`src/rtl/cpu_pkg.sv`:
```
// Shared CPU definitions: default widths, control-flow opcodes and fetch FSM states.
package cpu_pkg;

  localparam int unsigned CpuAddrW = 8;
  localparam int unsigned CpuDataW = 8;

  localparam logic [7:0] CpuJmpOp = 8'hC0;
  localparam logic [7:0] CpuBrzOp = 8'hC1;

  typedef enum logic [2:0] {
    StIdle,
    StFetchOp,
    StFetchArg,
    StIssue,
    StJump
  } fetch_state_e;

  // Opcodes with both top bits set carry an argument byte.
  function automatic logic is_two_byte(input logic [7:0] op);
    return op[7:6] == 2'b11;
  endfunction

endpackage

```
`src/rtl/fetch_sequencer.sv`:
```
// Instruction fetch sequencer driving an external program counter and memory handshake.
// Define FETCH_BRANCH_EN to enable the branch-if-zero opcode; otherwise it is a plain two-byte op.
module fetch_sequencer
  import cpu_pkg::*;
#(
  parameter int unsigned ADDR_W = CpuAddrW,
  parameter int unsigned DATA_W = CpuDataW,
  parameter logic [7:0]  JMP_OP = CpuJmpOp,
  parameter logic [7:0]  BRZ_OP = CpuBrzOp
) (
  input  logic              clk,
  input  logic              rst_n,
  input  logic [ADDR_W-1:0] pc_value,
  output logic [ADDR_W-1:0] pc_in,
  output logic              pc_inc_en,
  output logic              mem_req,
  output logic [ADDR_W-1:0] mem_addr,
  input  logic              mem_ack,
  input  logic [DATA_W-1:0] mem_rdata,
  output logic              instr_valid,
  input  logic              instr_ready,
  output logic [DATA_W-1:0] instr_op,
  output logic [DATA_W-1:0] instr_arg,
  input  logic              zero_flag
);

  fetch_state_e      state_q, state_d;
  logic [DATA_W-1:0] instr_op_q, instr_op_d;
  logic [DATA_W-1:0] instr_arg_q, instr_arg_d;
  logic [7:0]        op_byte;
  logic              taken;

  assign op_byte = instr_op_q[7:0];

  always_comb begin
    taken = (op_byte == JMP_OP);
`ifdef FETCH_BRANCH_EN
    if ((op_byte == BRZ_OP) && zero_flag) begin
      taken = 1'b1;
    end
`endif
  end

`ifndef FETCH_BRANCH_EN
  logic unused_branch;
  assign unused_branch = ^{zero_flag, BRZ_OP};
`endif

  always_comb begin
    state_d     = state_q;
    instr_op_d  = instr_op_q;
    instr_arg_d = instr_arg_q;
    mem_req     = 1'b0;
    pc_inc_en   = 1'b0;
    instr_valid = 1'b0;
    pc_in       = pc_value;

    unique case (state_q)
      StIdle: begin
        state_d = StFetchOp;
      end
      StFetchOp: begin
        mem_req = 1'b1;
        if (mem_ack) begin
          pc_inc_en  = 1'b1;
          instr_op_d = mem_rdata;
          if (is_two_byte(mem_rdata[7:0])) begin
            state_d = StFetchArg;
          end else begin
            instr_arg_d = '0;
            state_d     = StIssue;
          end
        end
      end
      StFetchArg: begin
        mem_req = 1'b1;
        if (mem_ack) begin
          pc_inc_en   = 1'b1;
          instr_arg_d = mem_rdata;
          state_d     = StIssue;
        end
      end
      StIssue: begin
        instr_valid = 1'b1;
        if (instr_ready) begin
          state_d = taken ? StJump : StFetchOp;
        end
      end
      StJump: begin
        // Load cycle: increment stays low so the counter takes pc_in.
        pc_in   = ADDR_W'(instr_arg_q);
        state_d = StFetchOp;
      end
      default: begin
        state_d = StIdle;
      end
    endcase
  end

  always_ff @(posedge clk or negedge rst_n) begin
    if (!rst_n) begin
      state_q     <= StIdle;
      instr_op_q  <= '0;
      instr_arg_q <= '0;
    end else begin
      state_q     <= state_d;
      instr_op_q  <= instr_op_d;
      instr_arg_q <= instr_arg_d;
    end
  end

  assign mem_addr  = pc_value;
  assign instr_op  = instr_op_q;
  assign instr_arg = instr_arg_q;

endmodule

```
`config.mk`:
```
export PLATFORM = sky130hd
export DESIGN_NAME = fetch_sequencer
export DESIGN_NICKNAME = d
export VERILOG_FILES = /design/src/rtl/cpu_pkg.sv /design/src/rtl/fetch_sequencer.sv
export SDC_FILE = /design/constraint.sdc
export NUM_CORES = 1
export LEC_CHECK = 0
export ABC_AREA = 1
export CORE_AREA = 2 2 55 57
export CTS_CLUSTER_SIZE = 28
export DETAILED_ROUTE_END_ITERATION = 16
export DIE_AREA = 0 0 57 59
export GPL_ROUTABILITY_DRIVEN = 0
export PLACE_DENSITY_LB_ADDON = 0.15
export SYNTH_ARGS = -nofsm -noshare
export SYNTH_HDL_FRONTEND = slang
export SYNTH_SLANG_ARGS = --single-unit
```
`constraint.sdc`:
```
create_clock -name clk -period 1.5 [get_ports clk]
set_input_delay 0.3 -clock clk [delete_from_list [all_inputs] [get_ports clk]]
set_output_delay 0.3 -clock clk [all_outputs]
set_load 0.02 [all_outputs]
```
==> key figures <==
Status
  – Run status: finished, violations left
  – Violations in the final reports: setup timing

Clocking
  – CTS buffer count: 3
  – H-Tree Level Count: 1
  – Sink count of the clock tree: 19
  – Clock latency of the later-clocked register in the worst-skew pair: 0.29 ns
  – Maximum number of buffers from clock root to sink: 2
  – Clock-pin slew on the worst setup and hold paths: 0.11 ns
  – Clock tree from TritonCTS: yes
  – Master cell of the clock root buffer: clkbuf_4

Route
  – Remaining antenna violation count after routing: 0
  – Post-route DRC: 0
  – Detailed-route vias per instance: 4.65
  – Number of iterations in the first detailed-routing pass: 4
  – Detailed-route via count: 1056
  – Wire length reported by the detailed router: 2.62 mm
  – WL/cell: 11.5 µm
  – Initial DRC count: 28

Finish
  – Nets@finish: 218
  – Final instance count without filler cells: 227
  – Share of layout cells above drive strength 1: 29.6%
  – Area Growth Syn to Fin: 71.6%
  – Fill cell count: 242
  – ANT cells: 0

Synthesis
  – Synthesized netlist net count: 154
  – Register area share after synthesis: 46.9%
  – Mean area per synthesized cell: 7.63 µm²
  – Yosys Warn Count: 0
  – Share of the synthesized area in the top cell type: 46.9%
  – Library cell with the largest summed area after synthesis: dfrtp_1
  – Leading cell types by count after synthesis: 34 x nand2_1, 24 x inv_1, 19 x dfrtp_1
  – Number of synthesized register bits: 19
  – Post-synthesis instance area: 0.00101 mm²
  – Gate Count Post-Synth: 133
  – Async SR Flop Fraction: 100%
  – Most used flip-flop cell after synthesis: dfrtp_1
  – Most used standard cell by instance count after synthesis: nand2_1
  – Top area cells in the synthesized netlist: dfrtp_1 47%, nand2_1 13%, inv_1 8.9%, o21ai_0 8.4%, buf_4 5.9%
  – Count of flip-flops with a built-in enable after synthesis: 0
  – Synth cell types: 18

Worst setup path
  – Required time of the critical path: 1.20 ns
  – Worst Setup End Kind: primary output
  – Arrival time of data at the critical path endpoint: 1.36 ns
  – Critical Path Fanout Max: 8
  – Kind of critical path: reg2out
  – Worst setup SP type: flop

STA
  – Worst Tran Pin Value: 0.244 ns
  – Final setup fails: 11
  – Worst relative slew slack: 83.8%
  – Max-slew violation count: 0
  – Post-Route Setup TNS: -1.41 ns
  – Highest achievable clock rate: 602 MHz
  – Worst clock skew: 0.00894 ns
  – Setup repair after global routing missed its margin: yes
  – Count of final hold-check violations: 0
  – Worst Hold Slack: 0.319 ns
  – Time the worst path needs with I/O delays and setup: 1.66 ns
  – Setup WS post-layout: -0.162 ns
  – Final clock period utilization by the worst path: 111%

Global route
  – Initial antenna violation count: 0
  – Total global routing track utilization: 17.2%
  – Leftover overflow at the end of global routing: 0
  – Vias in the first global route: 1029
  – Largest net degree at the start of global routing: 20
  – Global-route wire length before repair: 4.50 mm

Floorplan
  – Io pins: 56
  – Placeable Area: 0.00271 mm²
  – Starting density of the core: 37.4%
  – Die Width: 57 µm
  – Chip Height: 59 µm
  – Number of rows in the core area: 19
  – Die ar.: 0.00336 mm²

Power and ir drop
  – Leakage power figure: 0.886 nW
  – P per Cell Area: 1620 mW/mm²
  – Peak supply drop: 1.16 mV
  – Sum of internal, switching and leakage power: 2.82 mW

Placed design
  – Placed insts: 220
  – Number of buffers inserted by port buffering: 54
  – Dpl ws: -0.438 ns
  – HPWL after detailed placement: 2.01 mm

Job
  – MaxCap Viol Count: 0

Min path
  – Hold/Removal Path Class: in2async
-- critical path: stages, from the launching register on --
cell	delay [ns]
dfrtp_1	0.40
nor2_2	0.13
nand2_2	0.10
clkbuf_16	0.18
nand2_2	0.05
o21ai_1	0.05
buf_4	0.15
-- metal layers --
metal / wire length, µm / share of wire, % / vias up / GRT usage [%]
met3: 216 / 8.3 / 4 / 3.28
met2: 1310 / 50 / 47 / 32.3
met5: 0 / 0 / - / 0
li1: - / - / 532 / -
met4: 32 / 1.2 / 0 / 7.97
met1: 1060 / 40 / 473 / 18.5
-- through the flow --
stage               area (µm²)  utilization (%)
global placement          1620             59.8
CTS                       1690             62.4
finish                    1740             64.3
floorplan                 1010                -
global route              1740             64.3
detailed placement        1620             59.8
-- where the power goes --
| group | internal (mW) | total [mW] | switching [mW] |
|---|---|---|---|
| logic | 0.765 | 1.75 | 0.984 |
| registers | 0.715 | 0.818 | 0.103 |
| clock network | 0.103 | 0.255 | 0.152 |
| total | 1.58 | 2.82 | 1.24 |
-- registers in the layout, indices dropped and copies added, names as in the netlist --
signal / count
state_q: 3
instr_op: 8
instr_arg: 8
-- cell usage in the layout (no fill, tap or decap), types with 2 or more instances in the layout --
cell | netlist | routed
nand2_1 | 34 | 24
dlygate4sd2_1 | 0 | 24
inv_1 | 24 | 22
clkdlybuf4s50_1 | 0 | 19
dfrtp_1 | 19 | 19
buf_4 | 8 | 14
nand2_2 | 2 | 11
buf_6 | 1 | 10
nor2_1 | 10 | 9
o21ai_2 | 0 | 8
o21ai_1 | 2 | 7
a21oi_1 | 6 | 6
o21ai_0 | 17 | 4
clkbuf_4 | 0 | 3
inv_4 | 0 | 2
nor2_4 | 2 | 2
nor2_2 | 1 | 2
-- repair_timing --
item	CTS	global route
pin swaps	2	5
setup buffers	0	3
endpoints found under the hold margin	0	0
gates cloned	1	0
gates resized for setup	120	18
setup endpoints to repair	35	14
hold buffers	0	0
-- area by class of cell --
type                    instances  area (µm²)  area share (%)
well taps                      31        38.8            2.23
repair buffers                 69         663            38.1
inverters                      25        98.8            5.68
flip-flops and latches         19         475            27.3
multi-input cells              79         439            25.2
clock buffers                   4        26.3            1.51
-- worst paths after layout --
| path | slack [ns] | startpoint | to | cells after the start |
|---|---|---|---|---|
| worst max-delay path | -0.16 | state_q[1]$_DFFE_PN0P_ | pc_in[4] | 6 |
| worst min-delay path | 0.32 | rst_n | instr_op[6]$_DFFE_PN0P_ | 2 |
| worst max register to register | 0.06 | state_q[0]$_DFFE_PN0P_ | instr_arg[3]$_DFFE_PN0P_ | 8 |
| worst min register to register | 0.54 | instr_op[6]$_DFFE_PN0P_ | instr_op[6]$_DFFE_PN0P_ | 2 |
| max in group asynchronous | 0.97 | rst_n | instr_op[3]$_DFFE_PN0P_ | 2 |
| min in group clk | 0.54 | instr_op[6]$_DFFE_PN0P_ | instr_op[6]$_DFFE_PN0P_ | 2 |
-- kinds of logic (layout without fill, tap and decap cells) --
group | count (synthesis) | count (layout) | share of synthesized area, %
buffers and inverters | 35 | 98 | 16.8
AO/OA/AOI/OAI | 26 | 26 | 13.1
AND/OR/NAND/NOR | 53 | 53 | 23.3
flip-flops | 19 | 19 | 46.9
No activity file was read; power rests on OpenSTA's default activity.
